## src/rtl/fadd32_far_path_align_pipe.sv

```systemverilog
// fadd32 far-path operand alignment: swap by magnitude, then right-shift the small significand with sticky.
// Optional flush input is enabled by defining FADD32_ALIGN_FLUSH_EN.
module fadd32_far_path_align_pipe (
    input  logic        clk,
    input  logic        rst,
`ifdef FADD32_ALIGN_FLUSH_EN
    input  logic        flush_i,
`endif
    input  logic        in_valid_i,
    output logic        in_ready_o,
    input  logic [31:0] opa_i,
    input  logic [31:0] opb_i,
    input  logic        sub_i,
    output logic        out_valid_o,
    input  logic        out_ready_i,
    output logic        sign_o,
    output logic        do_sub_o,
    output logic [7:0]  exp_large_o,
    output logic [7:0]  exp_diff_o,
    output logic [23:0] sig_large_o,
    output logic [47:0] sig_small_aligned_o,
    output logic        sticky_o,
    output logic        nan_inf_o
);
    localparam int unsigned SIG_W = 24;
    localparam int unsigned WIN_W = 2 * SIG_W;
    localparam int unsigned EXP_W = 8;
    localparam int unsigned SH_W  = 6;

    logic flush_c;
`ifdef FADD32_ALIGN_FLUSH_EN
    assign flush_c = flush_i;
`else
    assign flush_c = 1'b0;
`endif

    // Stage 1 registers
    logic             s1_valid_q, s1_valid_d;
    logic             s1_sign_q, s1_sign_d;
    logic             s1_do_sub_q, s1_do_sub_d;
    logic [EXP_W-1:0] s1_exp_large_q, s1_exp_large_d;
    logic [EXP_W-1:0] s1_exp_diff_q, s1_exp_diff_d;
    logic             s1_exp_zero_q, s1_exp_zero_d;
    logic [SIG_W-1:0] s1_sig_large_q, s1_sig_large_d;
    logic [SIG_W-1:0] s1_sig_small_q, s1_sig_small_d;

    // Stage 2 (output) registers
    logic             s2_valid_q, s2_valid_d;
    logic             s2_sign_q, s2_sign_d;
    logic             s2_do_sub_q, s2_do_sub_d;
    logic [EXP_W-1:0] s2_exp_large_q, s2_exp_large_d;
    logic [EXP_W-1:0] s2_exp_diff_q, s2_exp_diff_d;
    logic [SIG_W-1:0] s2_sig_large_q, s2_sig_large_d;
    logic [WIN_W-1:0] s2_aligned_q, s2_aligned_d;
    logic             s2_sticky_q, s2_sticky_d;
    logic             s2_nan_inf_q, s2_nan_inf_d;

    logic s2_adv_c, s1_adv_c;
    assign s2_adv_c   = !s2_valid_q || out_ready_i;
    assign s1_adv_c   = !s1_valid_q || s2_adv_c;
    assign in_ready_o = s1_adv_c && !flush_c;

    // Stage 1 datapath: order operands by magnitude; equal magnitudes keep A first
    logic             swap_c;
    logic [31:0]      op_l_c, op_s_c;
    logic [EXP_W-1:0] exp_l_c, exp_s_c;
    assign swap_c  = opb_i[30:0] > opa_i[30:0];
    assign op_l_c  = swap_c ? opb_i : opa_i;
    assign op_s_c  = swap_c ? opa_i : opb_i;
    assign exp_l_c = op_l_c[30:23];
    assign exp_s_c = op_s_c[30:23];

    // Stage 2 datapath: a 96-bit shift keeps both the window and the bits pushed out of it
    logic [EXP_W-1:0]     rsh_raw_c;
    logic [SH_W-1:0]      rsh_c;
    logic [2*WIN_W-1:0]   shifted_c;
    assign rsh_raw_c = s1_exp_diff_q - EXP_W'(s1_exp_zero_q);
    assign rsh_c     = (rsh_raw_c > EXP_W'(WIN_W)) ? SH_W'(WIN_W) : rsh_raw_c[SH_W-1:0];
    assign shifted_c = {s1_sig_small_q, (2*WIN_W-SIG_W)'(0)} >> rsh_c;

    always_comb begin
        s1_valid_d     = s1_valid_q;
        s1_sign_d      = s1_sign_q;
        s1_do_sub_d    = s1_do_sub_q;
        s1_exp_large_d = s1_exp_large_q;
        s1_exp_diff_d  = s1_exp_diff_q;
        s1_exp_zero_d  = s1_exp_zero_q;
        s1_sig_large_d = s1_sig_large_q;
        s1_sig_small_d = s1_sig_small_q;
        s2_valid_d     = s2_valid_q;
        s2_sign_d      = s2_sign_q;
        s2_do_sub_d    = s2_do_sub_q;
        s2_exp_large_d = s2_exp_large_q;
        s2_exp_diff_d  = s2_exp_diff_q;
        s2_sig_large_d = s2_sig_large_q;
        s2_aligned_d   = s2_aligned_q;
        s2_sticky_d    = s2_sticky_q;
        s2_nan_inf_d   = s2_nan_inf_q;

        if (s1_adv_c) begin
            s1_valid_d = in_valid_i && in_ready_o;
        end
        if (in_valid_i && in_ready_o) begin
            s1_sign_d      = swap_c ? (opb_i[31] ^ sub_i) : opa_i[31];
            s1_do_sub_d    = opa_i[31] ^ opb_i[31] ^ sub_i;
            s1_exp_large_d = exp_l_c;
            s1_exp_diff_d  = exp_l_c - exp_s_c;
            s1_exp_zero_d  = (exp_s_c == '0) && (exp_l_c != '0);
            s1_sig_large_d = {exp_l_c != '0, op_l_c[22:0]};
            s1_sig_small_d = {exp_s_c != '0, op_s_c[22:0]};
        end

        if (s2_adv_c) begin
            s2_valid_d = s1_valid_q;
            if (s1_valid_q && !flush_c) begin
                s2_sign_d      = s1_sign_q;
                s2_do_sub_d    = s1_do_sub_q;
                s2_exp_large_d = s1_exp_large_q;
                s2_exp_diff_d  = s1_exp_diff_q;
                s2_sig_large_d = s1_sig_large_q;
                s2_aligned_d   = shifted_c[2*WIN_W-1:WIN_W];
                s2_sticky_d    = |shifted_c[WIN_W-1:0];
                s2_nan_inf_d   = (s1_exp_large_q == 8'hFF);
            end
        end

        if (flush_c) begin
            s1_valid_d = 1'b0;
            s2_valid_d = 1'b0;
        end
    end

    always_ff @(posedge clk) begin
        if (rst) begin
            s1_valid_q     <= 1'b0;
            s1_sign_q      <= 1'b0;
            s1_do_sub_q    <= 1'b0;
            s1_exp_large_q <= '0;
            s1_exp_diff_q  <= '0;
            s1_exp_zero_q  <= 1'b0;
            s1_sig_large_q <= '0;
            s1_sig_small_q <= '0;
            s2_valid_q     <= 1'b0;
            s2_sign_q      <= 1'b0;
            s2_do_sub_q    <= 1'b0;
            s2_exp_large_q <= '0;
            s2_exp_diff_q  <= '0;
            s2_sig_large_q <= '0;
            s2_aligned_q   <= '0;
            s2_sticky_q    <= 1'b0;
            s2_nan_inf_q   <= 1'b0;
        end else begin
            s1_valid_q     <= s1_valid_d;
            s1_sign_q      <= s1_sign_d;
            s1_do_sub_q    <= s1_do_sub_d;
            s1_exp_large_q <= s1_exp_large_d;
            s1_exp_diff_q  <= s1_exp_diff_d;
            s1_exp_zero_q  <= s1_exp_zero_d;
            s1_sig_large_q <= s1_sig_large_d;
            s1_sig_small_q <= s1_sig_small_d;
            s2_valid_q     <= s2_valid_d;
            s2_sign_q      <= s2_sign_d;
            s2_do_sub_q    <= s2_do_sub_d;
            s2_exp_large_q <= s2_exp_large_d;
            s2_exp_diff_q  <= s2_exp_diff_d;
            s2_sig_large_q <= s2_sig_large_d;
            s2_aligned_q   <= s2_aligned_d;
            s2_sticky_q    <= s2_sticky_d;
            s2_nan_inf_q   <= s2_nan_inf_d;
        end
    end

    assign out_valid_o         = s2_valid_q;
    assign sign_o              = s2_sign_q;
    assign do_sub_o            = s2_do_sub_q;
    assign exp_large_o         = s2_exp_large_q;
    assign exp_diff_o          = s2_exp_diff_q;
    assign sig_large_o         = s2_sig_large_q;
    assign sig_small_aligned_o = s2_aligned_q;
    assign sticky_o            = s2_sticky_q;
    assign nan_inf_o           = s2_nan_inf_q;
endmodule

```

## config.mk

```make
export PLATFORM = sky130hd
export DESIGN_NAME = fadd32_far_path_align_pipe
export DESIGN_NICKNAME = d
export VERILOG_FILES = /design/src/rtl/fadd32_far_path_align_pipe.sv
export SDC_FILE = /design/constraint.sdc
export NUM_CORES = 1
export LEC_CHECK = 0
export CORE_ASPECT_RATIO = 1.4
export CORE_MARGIN = 8
export CORE_UTILIZATION = 35
export DETAILED_ROUTE_END_ITERATION = 7
export GPL_ROUTABILITY_DRIVEN = 0
export PLACE_DENSITY_LB_ADDON = 0.08
export SLEW_MARGIN = 10
export SYNTH_ARGS = -nofsm -noshare
export SYNTH_HDL_FRONTEND = slang
export SYNTH_SLANG_ARGS = --single-unit
```

## constraint.sdc

```tcl
create_clock -name clk -period 6.2 [get_ports clk]
set_input_delay 1.24 -clock clk [delete_from_list [all_inputs] [get_ports clk]]
set_output_delay 1.24 -clock clk [all_outputs]
set_load 0.005 [all_outputs]
```

Word-level counts from Yosys, hierarchy flattened
Cells that the tools add are included.
{"block": "classes", "eq_ne": 1, "n_mux": 4, "magnitude_cmp": 2, "n_bitwise": 3, "n_addsub": 2, "n_reduce_logical": 11, "shifts": 1}
{"cell": ">> shifter 96 x 6 -> 96 bit", "count": 1}
{"cell": "two-way mux 31 bit", "count": 2}
{"cell": "OR reduction 48 bit", "count": 1}
{"cell": "greater-than comparator 31 bit", "count": 1}
{"cell": "nonzero test 8 bit", "count": 2}
{"cell": "equality test 8 bit (second input constant)", "count": 1}
{"cell": "greater-than comparator 8 x 6 -> 1 bit (second input constant)", "count": 1}
{"cell": "logical NOT 8 bit", "count": 1}
{"cell": "subtractor 8 x 1 -> 8 bit", "count": 1}
{"cell": "subtractor 8 bit", "count": 1}
{"cell": "two-way mux 6 bit", "count": 1}
{"cell": "XOR 1 bit", "count": 3}
{"cell": "logical AND 1 bit", "count": 2}
{"cell": "logical NOT 1 bit", "count": 2}
{"cell": "logical OR 1 bit", "count": 2}
{"cell": "AND reduction 2 bit", "count": 1}
{"cell": "two-way mux 1 bit", "count": 1}
{"block": "totals", "register_bits": 161, "inputBits": 69}

Depth between registers and ports, before layout
{"block": "depth", "ltp_word": 5, "mapped_depth": 18, "mapped_depth_nobuf": 18}

Least setup slack after synthesis
No wires, ideal clock.
{"block": "synth_timing", "path_type": "input to register", "startpoint": "in opa_i[16]", "endpoint": "reg s1_exp_diff_q[4]", "t_arrival_ns": 4.223, "path_slack_ns": 1.858, "setup_ns": 0.120, "path_stages": 18, "path_buffers": 0, "cell_sequence": "inv_1 ha_1 a21o_1 a211oi_1 o21ai_0 a32oi_1 a21oi_1 nor2_1 mux2i_1 inv_1 ha_1 a21oi_1 o21ai_0 o21ba_2 o21ai_0 a21oi_1 nor4_1 a211o_1"}
{"block": "synth_between", "elab_chain_len": 3}
{"item": "from (decl)", "line": "11", "rtl": "input logic [31:0] opa_i,"}
{"item": "greater-than comparator 31 bit *", "line": "67", "rtl": "assign swap_c = opb_i[30:0] > opa_i[30:0];"}
{"item": "two-way mux 31 bit (on tied branches)", "line": "68, 69"}
{"item": "subtractor 8 bit *", "line": "107", "rtl": "s1_exp_diff_d = exp_l_c - exp_s_c;"}
{"item": "to (signal assigned)", "line": "157", "rtl": "s1_exp_diff_q <= s1_exp_diff_d;"}
{"item": "to (decl)", "line": "42", "rtl": "logic [EXP_W-1:0] s1_exp_diff_q, s1_exp_diff_d;"}
Every way passes the cells marked *; elsewhere a longest branch is shown, timed or not.
A chain may end at the register's enable or synchronous reset.

Worst setup path after layout
{"block": "layout_timing", "startpoint": "in opa_i[27]", "endpoint": "reg s1_exp_diff_q[4]"}
{"block": "layout_between", "elab_chain_len": 3}
{"item": "greater-than comparator 31 bit", "line": "67"}
{"item": "two-way mux 31 bit (on tied branches)", "line": "68, 69"}
{"item": "subtractor 8 bit *", "line": "107"}
Marked as above.

==> impl_results.md <==
- Status: finished, final reports clean
- Most frequent CP cell: a21oi_1
- Clock Sinks: 161
- First-pass GRT wire length: 55.7 mm
- Post-DRT Antenna Nets: 0
- R2R cell count: 13
- Die Ht: 216 um
- DP HPWL: 26.7 mm
- Clk pin slew, worst setup/hold paths: 0.07 ns
- Via count: 10100
- Die area: 34200 um^2
- IO Port Bufs: 162
- DR DRC count: 0
- Final Power: 3550 uW
- Hold_buf cts: 0
- Synth Warn #: 0
- Share of layout cells above drive strength 1: 6.58%
- Fmax achieved: 199 MHz
- Largest delay contributor family on the critical path: compound AO/OA/AOI/OAI gates
- CTS tree: yes
- RR Endpoint: sticky_o
- Layout area overhead: 24.4%
- ANT cells: 0
- Number of I/O pins: 163
- Post-synth EDFFs: 0
- Clock buffer depth: 2
- CP Launch Type: input port
- Worst Tran Pin Value: 1.05 ns
- Bufs and invs on worst path: 3
- Hold Path Sink: sig_large_o[0]
- TritonCTS Buffers: 17
- Relative slew slack: 29.9%
- Starting Density: 35.3%
- Gr usage total: 20.8%
- Site row count: 73
- Mapped Area: 9960 um^2
- Post-CTS Setup Bufs: 0
- Initial antenna violation count: 1
- Die Wd: 159 um
- Synth area leaders: dfxtp_1, nor2_1, nand2_1
- Count of different cell masters after synthesis: 84
- Mapped Nets: 1420
- Fin crit share: 81.3%
- Reg2reg start: s1_exp_diff_q[0]
- Total grt overflow: 0
- Syn_area_per_cell: 7.56 um^2
- Largest area contributor in the netlist: dfxtp_1
- Worst skew pair latency: 0.44 ns
- Post-synthesis sequential area ratio: 32.4%
- Hold-critical path depth: 2
- Arr. time, crit path: 5.36 ns
- Slowest stage delay, CP: 0.62 ns
- Clock skew: 0.0103 ns
- #FFs+latches synth: 161
- # nets final: 1520
- Fin cells: 1804
- Critical path class: input port to flop
- Min-delay worst type: flop to flop
- Drt first pass iters: 7
- Fillers: 2908
- Iteration-0 DRC Markers: 800
- Post-synth ARST share: 0%
- Critical-path top delay cell: a21oi_1
- Final-report setup violation count: 0
- Worst path cell trace: clkdlybuf4s50_1, inv_1, ha_1, nand2_1, nor2_1, and3_1, a32oi_1, a21oi_1, nor2_4, mux2i_1, inv_1, ha_1, a21oi_1, o21ai_0, o21ba_2, o21ai_0, a21oi_1, nor4_1, a211o_1
- P per Cell Area: 286 nW/um^2
- Routed vias/inst: 5.63
- Max Cap Violations: 0
- CTS root buf: clkbuf_16
- Final hold violations: 0
- Final wirelength: 35.8 mm
- Setup TNS: 0 ns
- Top FF cell, synth: dfxtp_1
- DP Cell Count: 1773
- Setup slack, reg-to-reg: 1.66 ns
- Mapped Cells: 1317
- Peak VDD IR: 0.000214 V
- H-tree levels: 4
- CP Data Required Time: 6.53 ns
- Post-synth top area share: 32.4%
- Crit end category: flop
- RSZ-0062 raised after global routing: no
- Drt wl/cell: 19.9 um
- Hold path startpoint: sig_large_o[0]
- Slew Viols, Final: 0
- CP max FO: 9
- Final min period: 5.04 ns
- Vias in the first global route: 9705
- Core Region: 28200 um^2
- Largest net degree at the start of global routing: 90
- CTS resizes: 0
- Lkg Pwr: 0.00469 uW
metal layers:
metal | part of all wire [%] | routed length, um | GRT usage [%] | vias up
met5 | 0.036 | 13 | 0 | -
met2 | 50 | 17800 | 35.5 | 347
met3 | 5.2 | 1860 | 3.86 | 77
met1 | 41 | 14600 | 24.2 | 4745
met4 | 4.3 | 1540 | 9.96 | 2
li1 | - | - | - | 4978
metrics by stage:
| stage | cell area (um^2) | hold slack, ns | utilization [%] | worst slack [ns] |
|---|---|---|---|---|
| final | 12400 | 0.453 | 43.9 | 1.16 |
| after global routing | 12400 | 0.471 | 43.9 | 0.882 |
| after CTS | 12400 | 0.455 | 43.9 | 1.24 |
| after detailed placement | 11800 | 0.446 | 41.8 | 0.798 |
| after global placement | 11800 | 0.443 | 41.8 | 0.862 |
| after floorplan | 9960 | 0.432 | - | 1.86 |
Yosys cell counts (10+ instances only):
master and number:
mux2i_1 52, nand3_1 19, nor3_1 26, o22ai_1 18, o21ai_0 65, a221oi_1 11, a211oi_1 65, dfxtp_1 161
a31oi_1 11, and2_1 10, buf_2 14, a21oi_1 124, a22oi_1 23, nor2_1 195, inv_1 49, o211ai_1 19
nand2_1 172, clkbuf_1 67, nand4_1 13, ha_1 34
worst min-delay path: cells and delay by family (launching register included):
family / cells / cell delay (ns)
AO/OA/AOI/OAI: 1 / 0.05
flip-flops: 1 / 0.31
AND/OR/NAND/NOR: 1 / 0.05
registers in the layout (all words and copies together), names as in the netlist, 8 cells and up:
| signal | cells |
|---|---|
| exp_diff_o | 8 |
| exp_large_o | 8 |
| s1_exp_diff_q | 8 |
| s1_exp_large_q | 8 |
| s1_sig_large_q | 24 |
| s1_sig_small_q | 24 |
| sig_large_o | 24 |
| sig_small_aligned_o | 48 |
how the worst max path moves through the flow:
stage	start	endpoint	slack, ns	cells past startpoint
2_1_floorplan	opa_i[16]	s1_exp_diff_q[4]	1.86	18
3_3_place_gp	opa_i[24]	s1_exp_diff_q[4]	0.86	19
3_5_place_dp	opa_i[27]	s1_exp_diff_q[4]	0.80	19
4_1_cts	opa_i[27]	s1_exp_diff_q[4]	1.24	19
5_1_grt	opa_i[27]	s1_exp_diff_q[4]	0.88	19
6_report	opa_i[27]	s1_exp_diff_q[4]	1.16	19
final cells by class:
type,count,area [um^2],share of cell area [%]
Timing Repair Buffer,180,1750,14.2
Tap cell,375,469,3.79
Clock buffer,20,447,3.60
Inverter,50,188,1.51
Multi-Input combinational cell,1007,6160,49.7
Sequential cell,161,3220,26.0
Clock inverter,11,155,1.25
cells by family (layout without fill, tap and decap cells):
family | after synthesis | after routing | share of synthesized area (%)
simple gates | 482 | 482 | 21.0
compound gates | 420 | 420 | 28.3
flops | 161 | 161 | 32.4
buf+inv | 149 | 261 | 6.18
mux | 61 | 61 | 6.73
fa+ha+maj | 34 | 34 | 4.27
xor+xnor | 10 | 10 | 1.11
report_power, final:
part,internal [uW],switching (uW)
Combinational,468,798
Clock,647,456
Sequential,1110,74.7
placed cells by master, fill, tap and decap left out, types with 34 or more instances in the layout:
cell             synthesis  layout
ha_1                    34      34
dfxtp_1                161     161
a21oi_1                124     124
nand2_1                172     172
nor2_1                 195     194
clkdlybuf4s50_1          0     161
o21ai_0                 65      65
mux2i_1                 52      52
a211oi_1                65      65
inv_1                   49      49
Power figures use the tool's default switching activity.
==> edit 1, RTL diff (same settings) <==
Add a define of `FADD32_ALIGN_FLUSH_EN`.
--- a/src/rtl/fadd32_far_path_align_pipe.sv
+++ b/src/rtl/fadd32_far_path_align_pipe.sv
@@ -1,4 +1,6 @@
 // fadd32 far-path operand alignment: swap by magnitude, then right-shift the small significand with sticky.
 // Optional flush input is enabled by defining FADD32_ALIGN_FLUSH_EN.
+`define FADD32_ALIGN_FLUSH_EN
+
 module fadd32_far_path_align_pipe (
     input  logic        clk,
Interface: changed (added flush_i); port bits go from 163 to 164. The function was not compared with the original's and may differ.
==> edit 1 against the unedited design <==
Via count is 4.1% higher; critical path depth shrank 5; synthesized cell count is 2.7% higher; final cell count rose by 1.8%; worst setup slack better by 130 ps; total power fell by 6.0%; synthesized area grew 1.4%; largest power group is now registers; count of clock-buffer cells in the layout rose by 1; sequential cell count stayed put; final area grew 1.4%; die area increased by 1.3%; wire length is 4.6% higher; global-route usage grew 0.32 points.
==> edit 1: results (changes against the unedited design) <==
outcome=finished clean; top sig layer=met4; Antenna Cells=0 (unchanged); R2R setup slack=1530 ps (-130 ps); Critical Path AT=5240 ps (-120 ps); gr usage total=21.08% (+0.32 points); CP max-delay cell=clkdlybuf4s50_1; Detailed Place HPWL=27380 um (+2.6%); Synth Flop Type=dfxtp_1; largest net degree at the start of global routing=97 (+7.8%); Cell Area, Placed=0.01196 mm2 (+1.4%); crit-path max cell delay=540 ps (-80 ps); CP Max Fanout=17 (+8); R2R cell count=12 (-1); initial antenna violation count=0 (-1); layout cell share with drive strength beyond 1=6.977% (+0.40 points); library cells used by synthesis=92 (+9.5%); Synth Area in XOR/XNOR=0.8549% (-0.25 points); Synth top cells by count=nand2_1, nor2_1, dfxtp_1; total number of vias=10560 (+4.1%); Nets=1553 (+2.2%); flip-flop count of the largest register after layout=48 (unchanged); First-pass DRT Iterations=5 (-2); first-pass GRT wire length=58650 um (+5.2%); M1 GR Usage=25.03% (+0.78 points); register area share after synthesis=31.92% (-0.45 points); Synth Area in Compound Gates=26.07% (-2.2 points); drt first-iter violations=800 (unchanged); relative slew slack=33.26% (+3.4 points); fillers=2926 (+0.62%); clk_lat worst skew=440 ps (about the same); Adder-Cell Fraction of Synth Area=4.213% (-0.059 points); Post-Syn Nets=1456 (+2.5%); Top delay family on crit path=simple AND/OR/NAND/NOR gates; min-delay src=s1_do_sub_q$_SDFFE_PP0P_; metal3 WL=2250 um (+21%); average wire per standard cell=20.40 um (+2.7%); WL met2=18150 um (+2.1%); vias in the first global route=10220 (+5.3%); met3 usage=4.061% (+0.20 points); static leakage=4.584 nW (-2.2%); port bufs=163 (+0.62%); met2 GRT Util=35.90% (+0.36 points); met1 WL=15430 um (+5.5%); Min-Delay Endpoint=s1_do_sub_q$_SDFFE_PP0P_; mux cell area share after synthesis=4.832% (-1.9 points); Worst setup endpoint=s1_exp_diff_q[6]$_SDFFE_PP0P_; Worst Clk Skew=8.622 ps (-1.695 ps); top cells by area, synth=dfxtp_1, nand2_1, nor2_1, a21oi_1, a311oi_1; Worst IR Drop VDD=0.2019 mV (-5.6%)
-- edit 1: changes by cell type after synthesis, sizes merged, moves of 7 or more --
cell     before  now
nand2       173  270
clkbuf       68   81
a211oi       70   15
a21oi       125  101
o21ai        70   42
mux2i        52   25
a311oi        5   52
nor2        195  163
nor3         26   39
a221oi       12    5
o2111ai       2    9
a222oi        3   11
mux2          5   12
-- edit 1: power by group --
group,internal [mW],switching [mW]
registers,1.08,0.0536
logic,0.394,0.699
clock network,0.658,0.457
total,2.13,1.21
-- edit 1: cells by family (layout without fill, tap and decap cells) --
logic type,Yosys count,after routing
AO/OA/AOI/OAI,369,369
adder cells (fa/ha/maj),34,34
multiplexers,41,41
buffers and inverters,155,265
XOR/XNOR,9,9
AND/OR/NAND/NOR,583,583
flip-flops,161,161
-- edit 1: cell type report --
type                    instances  area [um2]  area share [%]
clock inverters                11       152.6           1.214
flip-flops and latches        161        3223           25.64
clock buffers                  21       460.4           3.663
multi-input cells            1036        6275           49.92
well taps                     375       469.2           3.733
repair buffers                189        1824           14.51
inverters                      44       165.2           1.314
-- edit 1: per-stage QoR --
stage	instances	power (mW)	setup slack, ps	util, %	hold slack, ps
after floorplan	1352	1.851	2120	-	432.1
after global placement	1805	2.224	943.1	42.09	437.7
after detailed placement	1805	2.224	885.1	42.09	445.5
after CTS	1837	3.347	1332	44.25	454.5
after global routing	1837	3.498	1022	44.25	468.0
final	1837	3.338	1294	44.25	451.2
-- edit 1: worst register-to-register path, cell delays in order, from the launching register on --
cell	delay (ps)
dfxtp_1	400
inv_1	80
ha_1	860
nand2_1	340
buf_4	270
nor3_1	530
o211a_1	510
o2bb2ai_1	300
nor4_1	120
a211oi_2	470
nand4b_1	180
a2111oi_2	390
a21oi_1	110
==> edit 2, RTL diff (config.mk and constraints unchanged) <==
Without the edit above. Reset style: asynchronous (`rst`), changed in one clocked block.
--- a/src/rtl/fadd32_far_path_align_pipe.sv
+++ b/src/rtl/fadd32_far_path_align_pipe.sv
@@ -131,5 +131,5 @@
     end
 
-    always_ff @(posedge clk) begin
+    always_ff @(posedge clk or posedge rst) begin
         if (rst) begin
             s1_valid_q     <= 1'b0;
Check against the original RTL: differs if rst is asserted again (counterexample within 4 cycles, from zero or initial values and one cycle with rst high); with rst held inactive, the same outputs for 4 cycles.
==> edit 2 against the unedited design <==
Wire length up 10%; sequential cell count unchanged; critical endpoint is now sticky_o$_DFFE_PP0P_; sequential share of layout area up 4.2 points; synthesized area up 8.8%; final area up 7.6%; count of clock-buffer cells in the layout up 2; worst setup slack worse by 17 ps; register-to-register slack worse by 510 ps; fmax down 0.34%.
Power is not compared: it rests on default switching activity, and its combinational part moved more than twofold at a synthesized area within 25%.
==> edit 2: results (changes against the unedited design) <==
gr usage total=21.52% (+0.76 points); CTS clk-pin slew, worst paths=70 ps (about the same); CP max-delay cell=ha_1; top cells by area, synth=dfrtp_1, nand2_1, o21ai_0, mux2i_1, ha_1; via/cell ratio=5.712 (+1.5%); library cells used by synthesis=92 (+9.5%); first-pass GRT wire length=61700 um (+11%); outcome=finished clean; Placed Cells=1814 (+2.3%); Cell Area, Placed=0.01274 mm2 (+8.1%); relative slew slack=15.27% (-15 points); Setup Crit Path Kind=flop to flop; initial antenna violation count=0 (-1); First-pass DRT Iterations=6 (-1); register area share after synthesis=37.17% (+4.8 points); CP startpoint=s1_exp_diff_q[0]$_DFFE_PP0P_; largest net degree at the start of global routing=85 (-5.6%); layout cell share with drive strength beyond 1=7.005% (+0.43 points); R2R cell count=12 (-1); Synth Flop Type=dfrtp_1; Post-synth ARST share=100.0% (+100 points); Nets=1546 (+1.7%); Post-Syn Nets=1433 (+0.92%); Detailed Place HPWL=29690 um (+11%); fillers=3134 (+7.8%); post_cts resized=0 (unchanged); drt first-iter violations=823 (+2.9%); Critical Path AT=5330 ps (-30 ps); Synth top cells by count=nand2_1, dfrtp_1, o21ai_0; total number of vias=10550 (+3.9%); crit-path max cell delay=800 ps (+180 ps); Worst Clk Skew=11.13 ps (+0.8082 ps); hold path depth=2 (unchanged); average wire per standard cell=21.40 um (+7.8%); vias in the first global route=10350 (+6.6%); CP Max Fanout=24 (+15); Syn Inst Count=1330 (+0.99%); min-delay src=s1_sign_q$_DFFE_PP0P_
edit 2: cell types whose count changed in the layout (fill, tap and decap cells not counted), moves of 15 or more:
| cell | delta |
|---|---|
| a21oi_1 | -53 |
| a211oi_1 | -52 |
| nand2_1 | +108 |
| a22oi_1 | -15 |
| dfxtp_1 | -161 |
| o21ai_0 | +68 |
| nor2_1 | -87 |
| dfrtp_1 | +161 |
edit 2: through the flow:
stage	setup WS (ps)	total power [mW]	hold slack, ps	utilization (%)
floorplan	611.7	3.079	438.6	-
finish	1145	5.257	462.9	43.54
global placement	1144	4.153	452.7	41.62
global route	948.0	5.584	487.9	43.54
CTS	1285	5.255	471.1	43.54
detailed placement	1060	4.156	456.8	41.62
edit 2: path summary, 6_finish.rpt:
| kind | to | slack (ps) |
|---|---|---|
| worst max-delay path | sticky_o$_DFFE_PP0P_ | 1150 |
| worst min register to register | sign_o$_DFFE_PP0P_ | 460 |
| worst min-delay path | sign_o$_DFFE_PP0P_ | 460 |
| worst max register to register | sticky_o$_DFFE_PP0P_ | 1150 |
| max in group asynchronous | nan_inf_o$_DFFE_PP0P_ | 3950 |
| min in group asynchronous | sig_small_aligned_o[41]$_DFFE_PP0P_ | 1320 |
edit 2: report_power, final:
part           switching (mW)  internal [mW]
Combinational            1.63           1.04
Sequential              0.215           1.29
Clock                   0.458          0.620
Total                    2.30           2.95
edit 2: logic make-up after synthesis:
| group | Yosys count | share of synthesized area [%] |
|---|---|---|
| simple gates | 535 | 22.18 |
| flops | 161 | 37.17 |
| buf+inv | 131 | 5.309 |
| xor+xnor | 12 | 0.9695 |
| compound gates | 393 | 24.39 |
| fa+ha+maj | 34 | 3.924 |
| mux | 64 | 6.060 |
edit 2: area by class of cell:
| cell class | count | area [um2] | area share (%) |
|---|---|---|---|
| timing repair buffer | 181 | 1789 | 13.42 |
| tap | 390 | 488.0 | 3.660 |
| clock buffer | 22 | 464.2 | 3.482 |
| inverter | 44 | 170.2 | 1.276 |
| clock inverter | 10 | 125.1 | 0.9384 |
| multi-input combinational | 1038 | 6267 | 47.01 |
| sequential | 161 | 4029 | 30.22 |
edit 2: critical path: cells and delay by family, from the launching register on:
kind                       cells  cell delay, ps
and+or+nand+nor                1             340
adders and majority gates      2            1000
buffers and inverters          1              50
AOI/OAI and AO/OA              7            2750
muxes                          1             420
DFF                            1             340
edit 2: routing by layer:
| metal | share of wire (%) | GRT usage (%) | vias to the layer above |
|---|---|---|---|
| li1 | - | - | 5016 |
| met3 | 5.1 | 3.239 | 128 |
| met1 | 38 | 25.01 | 4972 |
| met5 | 0 | 0 | - |
| met4 | 5.0 | 10.75 | 0 |
| met2 | 51 | 37.65 | 429 |
